**config.mk**
```make
export PLATFORM = sky130hd
export DESIGN_NAME = ulpi_phy_emu
export DESIGN_NICKNAME = d
export VERILOG_FILES = /design/src/rtl/ulpi_phy_emu.sv
export SDC_FILE = /design/constraint.sdc
export NUM_CORES = 1
export LEC_CHECK = 0
export CORE_ASPECT_RATIO = 1.5
export CORE_UTILIZATION = 25
export CTS_BUF_LIST = sky130_fd_sc_hd__clkbuf_2
export CTS_CLUSTER_DIAMETER = 200
export DETAILED_ROUTE_END_ITERATION = 7
export HOLD_SLACK_MARGIN = 0.05
export PLACE_DENSITY_LB_ADDON = 0.2
export SYNTH_ARGS = -nofsm -noshare
export SYNTH_HDL_FRONTEND = slang
export SYNTH_SLANG_ARGS = --single-unit
```
**constraint.sdc**
```tcl
create_clock -name usb_clock -period 8.1 [get_ports usb_clock]
set_clock_uncertainty 0.2 [all_clocks]
set_input_delay 2.025 -clock usb_clock [delete_from_list [all_inputs] [get_ports usb_clock]]
set_output_delay 2.025 -clock usb_clock [all_outputs]
set_load 0.005 [all_outputs]
```
**src/rtl/ulpi_phy_emu.sv**
```systemverilog
// ulpi_phy_emu - cycle-accurate PHY-side model of a ULPI link.
//
// Purpose: the responder to a link-side ULPI engine. Host-to-device bytes taken
// from an AXI-stream sink are driven onto ULPI as RX data. Link transmit
// packets are captured onto an AXI-stream source. Link register reads/writes
// are served from an internal register file.
//
// Ports:
//   usb_clock        60 MHz ULPI clock, rising edge
//   arst_n           asynchronous active-low reset (released synchronously inside)
//   ulpi_dir         PHY owns the bus when 1
//   ulpi_nxt         PHY throttle / RX data strobe
//   ulpi_stp         link stop
//   ulpi_data_i      bus value driven by the link
//   ulpi_data_o      bus value driven by the PHY (meaningful only while dir=1
//                    outside turnaround cycles; 0x00 otherwise)
//   s_t*             RX packet sink (host to link)
//   m_t*             TX packet source (link to host); m_tuser=1 marks an abort
//   func_ctrl_o      current value of register 0x04 (Function Control)
//   dbg_state_o      current FSM state encoding
//
// Handshake: on both AXI-stream ports a byte moves on a rising edge where
// tvalid & tready are both 1. The source holds tvalid/tdata/tlast/tuser stable
// until that edge and never withdraws tvalid; s_tready is a combinational
// function of state and s_tvalid, m_tvalid never depends on m_tready.
module ulpi_phy_emu #(
  parameter logic [15:0] VENDOR_ID  = 16'h0424,
  parameter logic [15:0] PRODUCT_ID = 16'h0009,
  parameter int          TX_LATENCY = 1
) (
  input  logic       usb_clock,
  input  logic       arst_n,
  output logic       ulpi_dir,
  output logic       ulpi_nxt,
  input  logic       ulpi_stp,
  input  logic [7:0] ulpi_data_i,
  output logic [7:0] ulpi_data_o,
  input  logic       s_tvalid,
  output logic       s_tready,
  input  logic       s_tlast,
  input  logic [7:0] s_tdata,
  output logic       m_tvalid,
  input  logic       m_tready,
  output logic       m_tlast,
  output logic       m_tuser,
  output logic [7:0] m_tdata,
  output logic [7:0] func_ctrl_o,
  output logic [3:0] dbg_state_o
);

  localparam logic [3:0] S_IDLE    = 4'd0;
  localparam logic [3:0] S_RX_TURN = 4'd1;
  localparam logic [3:0] S_RX_DATA = 4'd2;
  localparam logic [3:0] S_RX_END  = 4'd3;
  localparam logic [3:0] S_RX_BACK = 4'd4;
  localparam logic [3:0] S_TX_WAIT = 4'd5;
  localparam logic [3:0] S_TX_DATA = 4'd6;
  localparam logic [3:0] S_RW_DATA = 4'd7;
  localparam logic [3:0] S_RW_STP  = 4'd8;
  localparam logic [3:0] S_RR_TURN = 4'd9;
  localparam logic [3:0] S_RR_DATA = 4'd10;
  localparam logic [3:0] S_RR_BACK = 4'd11;

  localparam logic [1:0] LAT_M1 = 2'(TX_LATENCY - 1);

  // Reset: asserts immediately, releases two edges after arst_n rises.
  logic [1:0] rst_sync_q;
  logic       rst_n;

  always_ff @(posedge usb_clock or negedge arst_n) begin
    if (!arst_n) rst_sync_q <= 2'b00;
    else         rst_sync_q <= {rst_sync_q[0], 1'b1};
  end
  assign rst_n = rst_sync_q[1];

  logic [3:0] state_q, state_d;
  logic [1:0] cnt_q, cnt_d;
  logic [5:0] addr_q, addr_d;
  logic [7:0] wdata_q, wdata_d;

  // One-byte holdback between the ULPI TX stream and the m port. The last byte
  // is only known to be last when stp arrives, so every byte is held until
  // the next byte (tlast=0) or stp (tlast=1) decides its fate.
  logic [7:0] hold_q;
  logic       hold_v_q;
  logic       hold_fin_q;   // held byte is the final one, waiting for m space
  logic       hold_user_q;

  logic       m_tvalid_q, m_tlast_q, m_tuser_q;
  logic [7:0] m_tdata_q;

  logic [7:0] regs_q [16];  // addresses 0x04..0x13

  logic       dir, nxt, s_ready;
  logic [7:0] dout, rdata;
  logic       tx_take;      // a link byte enters the holdback this cycle
  logic [7:0] tx_byte;
  logic       tx_stp;       // stp seen in TX_DATA this cycle
  logic       reg_we;
  logic       m_free;
  logic       push;
  logic       push_last, push_user;
  logic       addr_in_rf;
  logic [3:0] rf_idx;

  assign m_free     = !m_tvalid_q || m_tready;
  assign addr_in_rf = (addr_q >= 6'h04) && (addr_q <= 6'h13);
  assign rf_idx     = addr_q[3:0] - 4'd4;

  always_comb begin
    rdata = 8'h00;
    case (addr_q)
      6'h00:   rdata = VENDOR_ID[7:0];
      6'h01:   rdata = VENDOR_ID[15:8];
      6'h02:   rdata = PRODUCT_ID[7:0];
      6'h03:   rdata = PRODUCT_ID[15:8];
      default: if (addr_in_rf) rdata = regs_q[rf_idx];
    endcase
  end

  always_comb begin
    state_d = state_q;
    cnt_d   = cnt_q;
    addr_d  = addr_q;
    wdata_d = wdata_q;
    dir     = 1'b0;
    nxt     = 1'b0;
    dout    = 8'h00;
    s_ready = 1'b0;
    tx_take = 1'b0;
    tx_byte = ulpi_data_i;
    tx_stp  = 1'b0;
    reg_we  = 1'b0;
    case (state_q)
      S_IDLE: begin
        cnt_d = 2'd0;
        // Pending RX pre-empts any command; the link retries it later.
        if (s_tvalid) begin
          state_d = S_RX_TURN;
        end else begin
          case (ulpi_data_i[7:6])
            2'b01: state_d = S_TX_WAIT;
            2'b10: begin
              nxt     = 1'b1;
              addr_d  = ulpi_data_i[5:0];
              state_d = S_RW_DATA;
            end
            2'b11: begin
              nxt     = 1'b1;
              addr_d  = ulpi_data_i[5:0];
              state_d = S_RR_TURN;
            end
            default: state_d = S_IDLE;
          endcase
        end
      end
      S_RX_TURN: begin
        dir     = 1'b1;
        nxt     = 1'b1;
        state_d = S_RX_DATA;
      end
      S_RX_DATA: begin
        dir = 1'b1;
        if (s_tvalid) begin
          nxt     = 1'b1;
          dout    = s_tdata;
          s_ready = 1'b1;
          if (s_tlast) state_d = S_RX_END;
        end else begin
          dout = 8'h11;  // RX CMD: RxActive=1, LineState=J
        end
      end
      S_RX_END: begin
        dir     = 1'b1;
        dout    = 8'h01;  // RX CMD: RxActive=0
        state_d = S_RX_BACK;
      end
      S_RX_BACK: state_d = S_IDLE;
      S_TX_WAIT: begin
        // Waiting for an empty holdback keeps the previous packet's final
        // byte from being overwritten while the m side is stalled.
        if (cnt_q == LAT_M1) begin
          if (!hold_v_q) begin
            nxt     = 1'b1;
            tx_take = 1'b1;
            tx_byte = {~ulpi_data_i[3:0], ulpi_data_i[3:0]};
            state_d = S_TX_DATA;
          end
        end else begin
          cnt_d = cnt_q + 2'd1;
        end
      end
      S_TX_DATA: begin
        if (ulpi_stp) begin
          tx_stp  = 1'b1;
          state_d = S_IDLE;
        end else begin
          nxt     = !hold_v_q || m_free;
          tx_take = nxt;
        end
      end
      S_RW_DATA: begin
        nxt     = 1'b1;
        wdata_d = ulpi_data_i;
        state_d = S_RW_STP;
      end
      S_RW_STP: begin
        if (ulpi_stp) begin
          reg_we  = 1'b1;
          state_d = S_IDLE;
        end
      end
      S_RR_TURN: begin
        dir     = 1'b1;
        state_d = S_RR_DATA;
      end
      S_RR_DATA: begin
        dir     = 1'b1;
        dout    = rdata;
        state_d = S_RR_BACK;
      end
      S_RR_BACK: state_d = S_IDLE;
      default:   state_d = S_IDLE;
    endcase
  end

  // The held byte leaves when a successor arrives, when stp closes the packet,
  // or later if stp arrived while the m side was stalled.
  assign push      = hold_v_q && m_free && (tx_take || tx_stp || hold_fin_q);
  assign push_last = tx_stp ? 1'b1 : hold_fin_q;
  assign push_user = tx_stp ? (ulpi_data_i == 8'hFF) : hold_user_q;

  always_ff @(posedge usb_clock or negedge rst_n) begin
    if (!rst_n) begin
      state_q     <= S_IDLE;
      cnt_q       <= 2'd0;
      addr_q      <= 6'd0;
      wdata_q     <= 8'h00;
      hold_q      <= 8'h00;
      hold_v_q    <= 1'b0;
      hold_fin_q  <= 1'b0;
      hold_user_q <= 1'b0;
      m_tvalid_q  <= 1'b0;
      m_tlast_q   <= 1'b0;
      m_tuser_q   <= 1'b0;
      m_tdata_q   <= 8'h00;
    end else begin
      state_q <= state_d;
      cnt_q   <= cnt_d;
      addr_q  <= addr_d;
      wdata_q <= wdata_d;

      if (tx_take) begin
        hold_q      <= tx_byte;
        hold_v_q    <= 1'b1;
        hold_fin_q  <= 1'b0;
        hold_user_q <= 1'b0;
      end else if (push) begin
        hold_v_q   <= 1'b0;
        hold_fin_q <= 1'b0;
      end else if (tx_stp) begin
        hold_fin_q  <= 1'b1;
        hold_user_q <= (ulpi_data_i == 8'hFF);
      end

      if (push) begin
        m_tvalid_q <= 1'b1;
        m_tdata_q  <= hold_q;
        m_tlast_q  <= push_last;
        m_tuser_q  <= push_user;
      end else if (m_tready) begin
        m_tvalid_q <= 1'b0;
      end
    end
  end

  always_ff @(posedge usb_clock or negedge rst_n) begin
    if (!rst_n) begin
      for (int i = 0; i < 16; i++) regs_q[i] <= 8'h00;
      regs_q[0] <= 8'h41;  // 0x04 Function Control
      regs_q[6] <= 8'h06;  // 0x0A OTG Control
    end else if (reg_we && addr_in_rf) begin
      regs_q[rf_idx] <= wdata_q;
    end
  end

  assign ulpi_dir    = dir;
  assign ulpi_nxt    = nxt;
  assign ulpi_data_o = dout;
  assign s_tready    = s_ready;
  assign m_tvalid    = m_tvalid_q;
  assign m_tlast     = m_tlast_q;
  assign m_tuser     = m_tuser_q;
  assign m_tdata     = m_tdata_q;
  assign func_ctrl_o = regs_q[0];
  assign dbg_state_o = state_q;

endmodule

```
== Word level (Yosys, flattened, before mapping) ==
Index checks and enable logic that the tools add are counted.
Operators by class
  $add $sub $neg: 2
  $lt $le $gt $ge: 4
  eq/ne operators: 23
  multiplexer cells: 46
  bitwise logic cells: 3
  reductions and logical operators: 24
Operators by type and width (count)
  $bwmux W128: 1
  $mux W8: 8
  $pmux W4 S9: 1
  $bmux W8 S4: 1
  $demux W8 S4: 1
  $pmux W8 S4: 1
  $mux W4: 6
  $pmux W8 S3: 1
  $mux W1: 21
  $eq A4 B3 Y1 const B: 3
  $eq A4 B4 Y1 const B: 3
  $eq A6 B2 Y1 const B: 2
  $ne A2 B2 Y1 const B: 6
  $pmux W4 S3: 1
  $eq A4 B2 Y1 const B: 2
  $eq A8 B8 Y1 const B: 1
  $eq A6 B1 Y1 const B: 1
  $ge A6 B3 Y1 const B: 1
  $le A6 B5 Y1 const B: 1
  $logic_not A6 Y1: 1
  $reduce_bool A2 Y1: 3
  $reduce_or A2 Y1: 3
  $ge A5 B5 Y1 const B: 1
  $logic_and A1 B1 Y1: 5
  22 further kinds: 27
Word-level totals
  flip-flop bits (word level): 172
  bits of input ports: 22
  logic and storage cells: 131

== Longest topological paths before layout ==
  depth after elaboration: 10
  depth in mapped cells: 9

== Worst setup path before layout ==
Ideal clock, no wire load.
  kind: input -> output
  start point: input ulpi_data_i[6]
  end point: output ulpi_nxt
  data arrival time: 2.994 ns
  required time: 5.875 ns
  slack: 2.881 ns
  cell stages on the path: 5
  buffers on the path: 1
  cell sequence: inv_1 > ha_1 > o2111a_1 > clkbuf_1 > or3_1
On the way
  word-level cells in the longest chain between the ends: 5
  elaborated cells on any way between the ends: 6
Ends and longest elaborated chain
  from (decl): RTL line 36  | input logic [7:0] ulpi_data_i,
  $eq A2 B2 Y1: RTL line 141  | case (ulpi_data_i[7:6])
  $reduce_or A2 Y1 (no line) *
  $mux W1 *: RTL line 141
  $mux W1 *: RTL line 138  | if (s_tvalid) begin
  $pmux W1 S5 *: RTL line 134  | case (state_q)
  to (decl): RTL line 34  | output logic ulpi_nxt,
Every way passes the cells marked *; elsewhere a longest branch is shown, timed or not.

== Worst setup path after layout ==
  start point: input m_tready
  end point: output ulpi_nxt
On the way
  word-level cells in the longest chain between the ends: 4
Ends and longest elaborated chain
  from (decl): RTL line 43  | input logic m_tready,
  $logic_or A1 B1 Y1: RTL line 106  | assign m_free = !m_tvalid_q || m_tready;
  $logic_or A1 B1 Y1: RTL line 198  | nxt = !hold_v_q || m_free;
  $mux W1: RTL line 194  | if (ulpi_stp) begin
  $pmux W1 S5: RTL line 134
No other way between the ends.

==> run summary <==
mux cell area share after synthesis: 31.4%
post-route antenna net violation count: 0
Slew headroom: 25.7%
VDD IR max: 181 uV
EDFF count, synth: 0
PwrDens: 288 nW/um2
Setup TNS Final: 0 ns
post-synthesis compound-gate area fraction: 4.50%
CTS Buf Count: 17
gr ovfl total: 0
busiest grt layer: met2
clock network power share: 16.1%
Via Count: 5085
Worst Max-Slew Pin Slew: 1.12 ns
yosys warns: 0
crit end category: primary output
CP bufs+invs: 2
syn_nets: 635
initial antenna violation count: 2
Unique masters post-synth: 58
switch share: 38.2%
Die Y: 226 um
CTS Sinks: 172
worst hold path class: reg2reg
final setup fails: 0
Via density: 4.75
Fmax achieved: 157 MHz
hold_buf cts: 1
most frequent cells in the layout: 166 x dfrtp_1, 156 x mux2_2, 55 x clkdlybuf4s50_1, 32 x mux4_2, 25 x nand2_1
met3 usage: 2.28%
unrepaired setup endpoints after global routing: no
Setup WS post-layout: 1.73 ns
1st-pass router iterations: 4
largest family of logic cells by synthesized area: multiplexers
dpl ws: 1.71 ns
fin crit share: 78.6%
Internal: 1.69 mW
post-synthesis sequential area ratio: 51.5%
startpoint types: input pin
simple-gate share of the synthesized area: 7.75%
CP Class: in2out
Logic pwr share: 35.8%
Total GRT Usage: 13.4%
endpoints failing hold: 0
average size of a mapped cell: 13.9 um2
worst stage delay on the critical path: 0.76 ns
sequential power share: 48.1%
CP Cell Sequence: clkdlybuf4s50_1 -> nand2b_1 -> nor2_1 -> o31ai_1 -> or3_1 -> clkdlybuf4s50_1
clk_lat worst skew: 0.78 ns
outcome: finished clean
Max Cap Viol: 0
Post-Syn Area: 8370 um2
Top delay family on crit path: buffers and inverters
Max clock buf depth: 2
Switch Pwr: 1.05 mW
Post-synth top flop: dfrtp_1
WP data required: 5.88 ns
die width: 151 um
Lkg Pwr: 4.32 nW
Initial Util: 25.6%
Die ar.: 34200 um2
GRT met2 Usage: 23.8%
filler instances: 3306
Tmin final: 6.37 ns
CP arrival: 4.14 ns
Slew Viols, Final: 0
Residual DRC: 0
first-pass GRT wire length: 33.2 mm
Worst path slowest cell: o31ai_1
post-CTS sizing: 0
Worst-path clk slew: 0.26 ns
final hold slack: 0.157 ns
I/O pin count: 56
met1 GRT Util: 15.1%
Yosys reg bits: 172
vias in the first global route: 5669
asr flop ratio synth: 100%
Post-Synth XOR/XNOR Area: 0.105%
Mapped Cells: 603
row count: 81
core area: 32700 um2
share of post-route cells with drive strength above 1: 38.2%
P&R area growth vs syn: 13.9%
largest net degree at the start of global routing: 88
First DRT Iteration DRCs: 265
Post-Synth Adder-Cell Area: 1.50%
TritonCTS clock tree: yes
nets@finish: 673
HPWL after detailed placement: 14.8 mm
DR WL/cell: 19.8 um
commonest non-fill, non-tap cell in the layout: dfrtp_1
CP dominant cell by count: clkdlybuf4s50_1
H-tree depth: 4
Routability Congestion: 0.802
buffer count from post-CTS setup fixing: 0
CTS root buf: clkbuf_2
CP Max Fanout: 7
fin area: 9530 um2
Post-Place Cell Area: 9290 um2
number of port buffers: 55
overall routed net length: 21.3 mm
[registers in the layout, indices dropped and copies added, names as in the netlist]
signal	cells
wdata_q	8
m_tdata	8
hold_fin_q	1
m_tlast	1
dbg_state_o	4
hold_q	8
addr_q	6
m_tvalid	1
cnt_q	2
m_tuser	1
rst_sync_q	2
func_ctrl_o	8
regs_q	120
hold_v_q	1
hold_user_q	1
[power by group through the flow]
stage	Sequential, mW	Clock (mW)	Combinational, mW
2_1_floorplan	1.17	0	0.753
3_3_place_gp	1.32	0	0.995
3_5_place_dp	1.34	0	1.00
4_1_cts	1.33	0.474	1.01
5_1_grt	1.36	0.503	1.07
6_report	1.32	0.442	0.981
[final cells by class]
type                       count  area (um2)  share of cell area [%]
sequential                   172        4310                    45.3
multi-input combinational    373        3800                    39.9
timing repair buffer          63         613                    6.44
tap                          415         519                    5.45
clock inverter                12         121                    1.27
clock buffer                  20         100                    1.05
inverter                      14        52.6                   0.552
antenna                        2        5.00                  0.0525
[synth_stat cells, types with 4 or more instances]
cell type,n,area (um2)
buf_4,11,82.6
clkbuf_1,26,97.6
o21ai_0,17,85.1
nor3_1,6,30.0
nor3_4,4,65.1
mux4_2,32,721
o211ai_2,6,75.1
mux2i_1,13,130
nor2_1,9,33.8
nand3_1,11,55.1
mux2_2,156,1760
dfrtp_1,168,4200
nand2b_1,6,37.5
dfstp_2,4,105
buf_2,5,25.0
nor3b_1,5,37.5
inv_1,14,52.6
nand4_1,12,75.1
ha_1,10,125
a21oi_1,8,40.0
nand2_1,25,93.8
[logic make-up (layout without fill, tap and decap cells)]
group,after synthesis,count (layout)
compound gates,52,52
xor+xnor,1,1
fa+ha+maj,10,10
buf+inv,58,109
flops,172,172
mux,203,203
other cells,1,3
simple gates,106,106
[layer usage]
metal | part of all wire, % | routed length, um | vias to the layer above
li1 | - | - | 2306
met2 | 55 | 11700 | 69
met1 | 40 | 8570 | 2691
met5 | 0 | 0 | -
met4 | 2.7 | 570 | 0
met3 | 2.1 | 450 | 19
[path summary, 6_finish.rpt]
check                                    start            end  slack (ns)  cells past startpoint
worst min register to register   rst_sync_q[0]  rst_sync_q[1]        0.16                      0
max in group asynchronous               arst_n  rst_sync_q[0]        6.40                      1
worst min-delay path             rst_sync_q[0]  rst_sync_q[1]        0.16                      0
worst max register to register  dbg_state_o[0]     regs_q[49]        4.61                      5
min in group asynchronous        rst_sync_q[1]     regs_q[46]        0.42                      1
worst max-delay path                  m_tready       ulpi_nxt        1.73                      6
[stage by stage]
step | util (%) | std cells | power [mW]
after floorplan | - | 603 | 1.92
after global placement | 28.4 | 1036 | 2.32
after detailed placement | 28.4 | 1036 | 2.35
after CTS | 29.1 | 1069 | 2.80
after global routing | 29.1 | 1071 | 2.93
final | 29.1 | 1071 | 2.74
(Power assumes the default switching activity.)
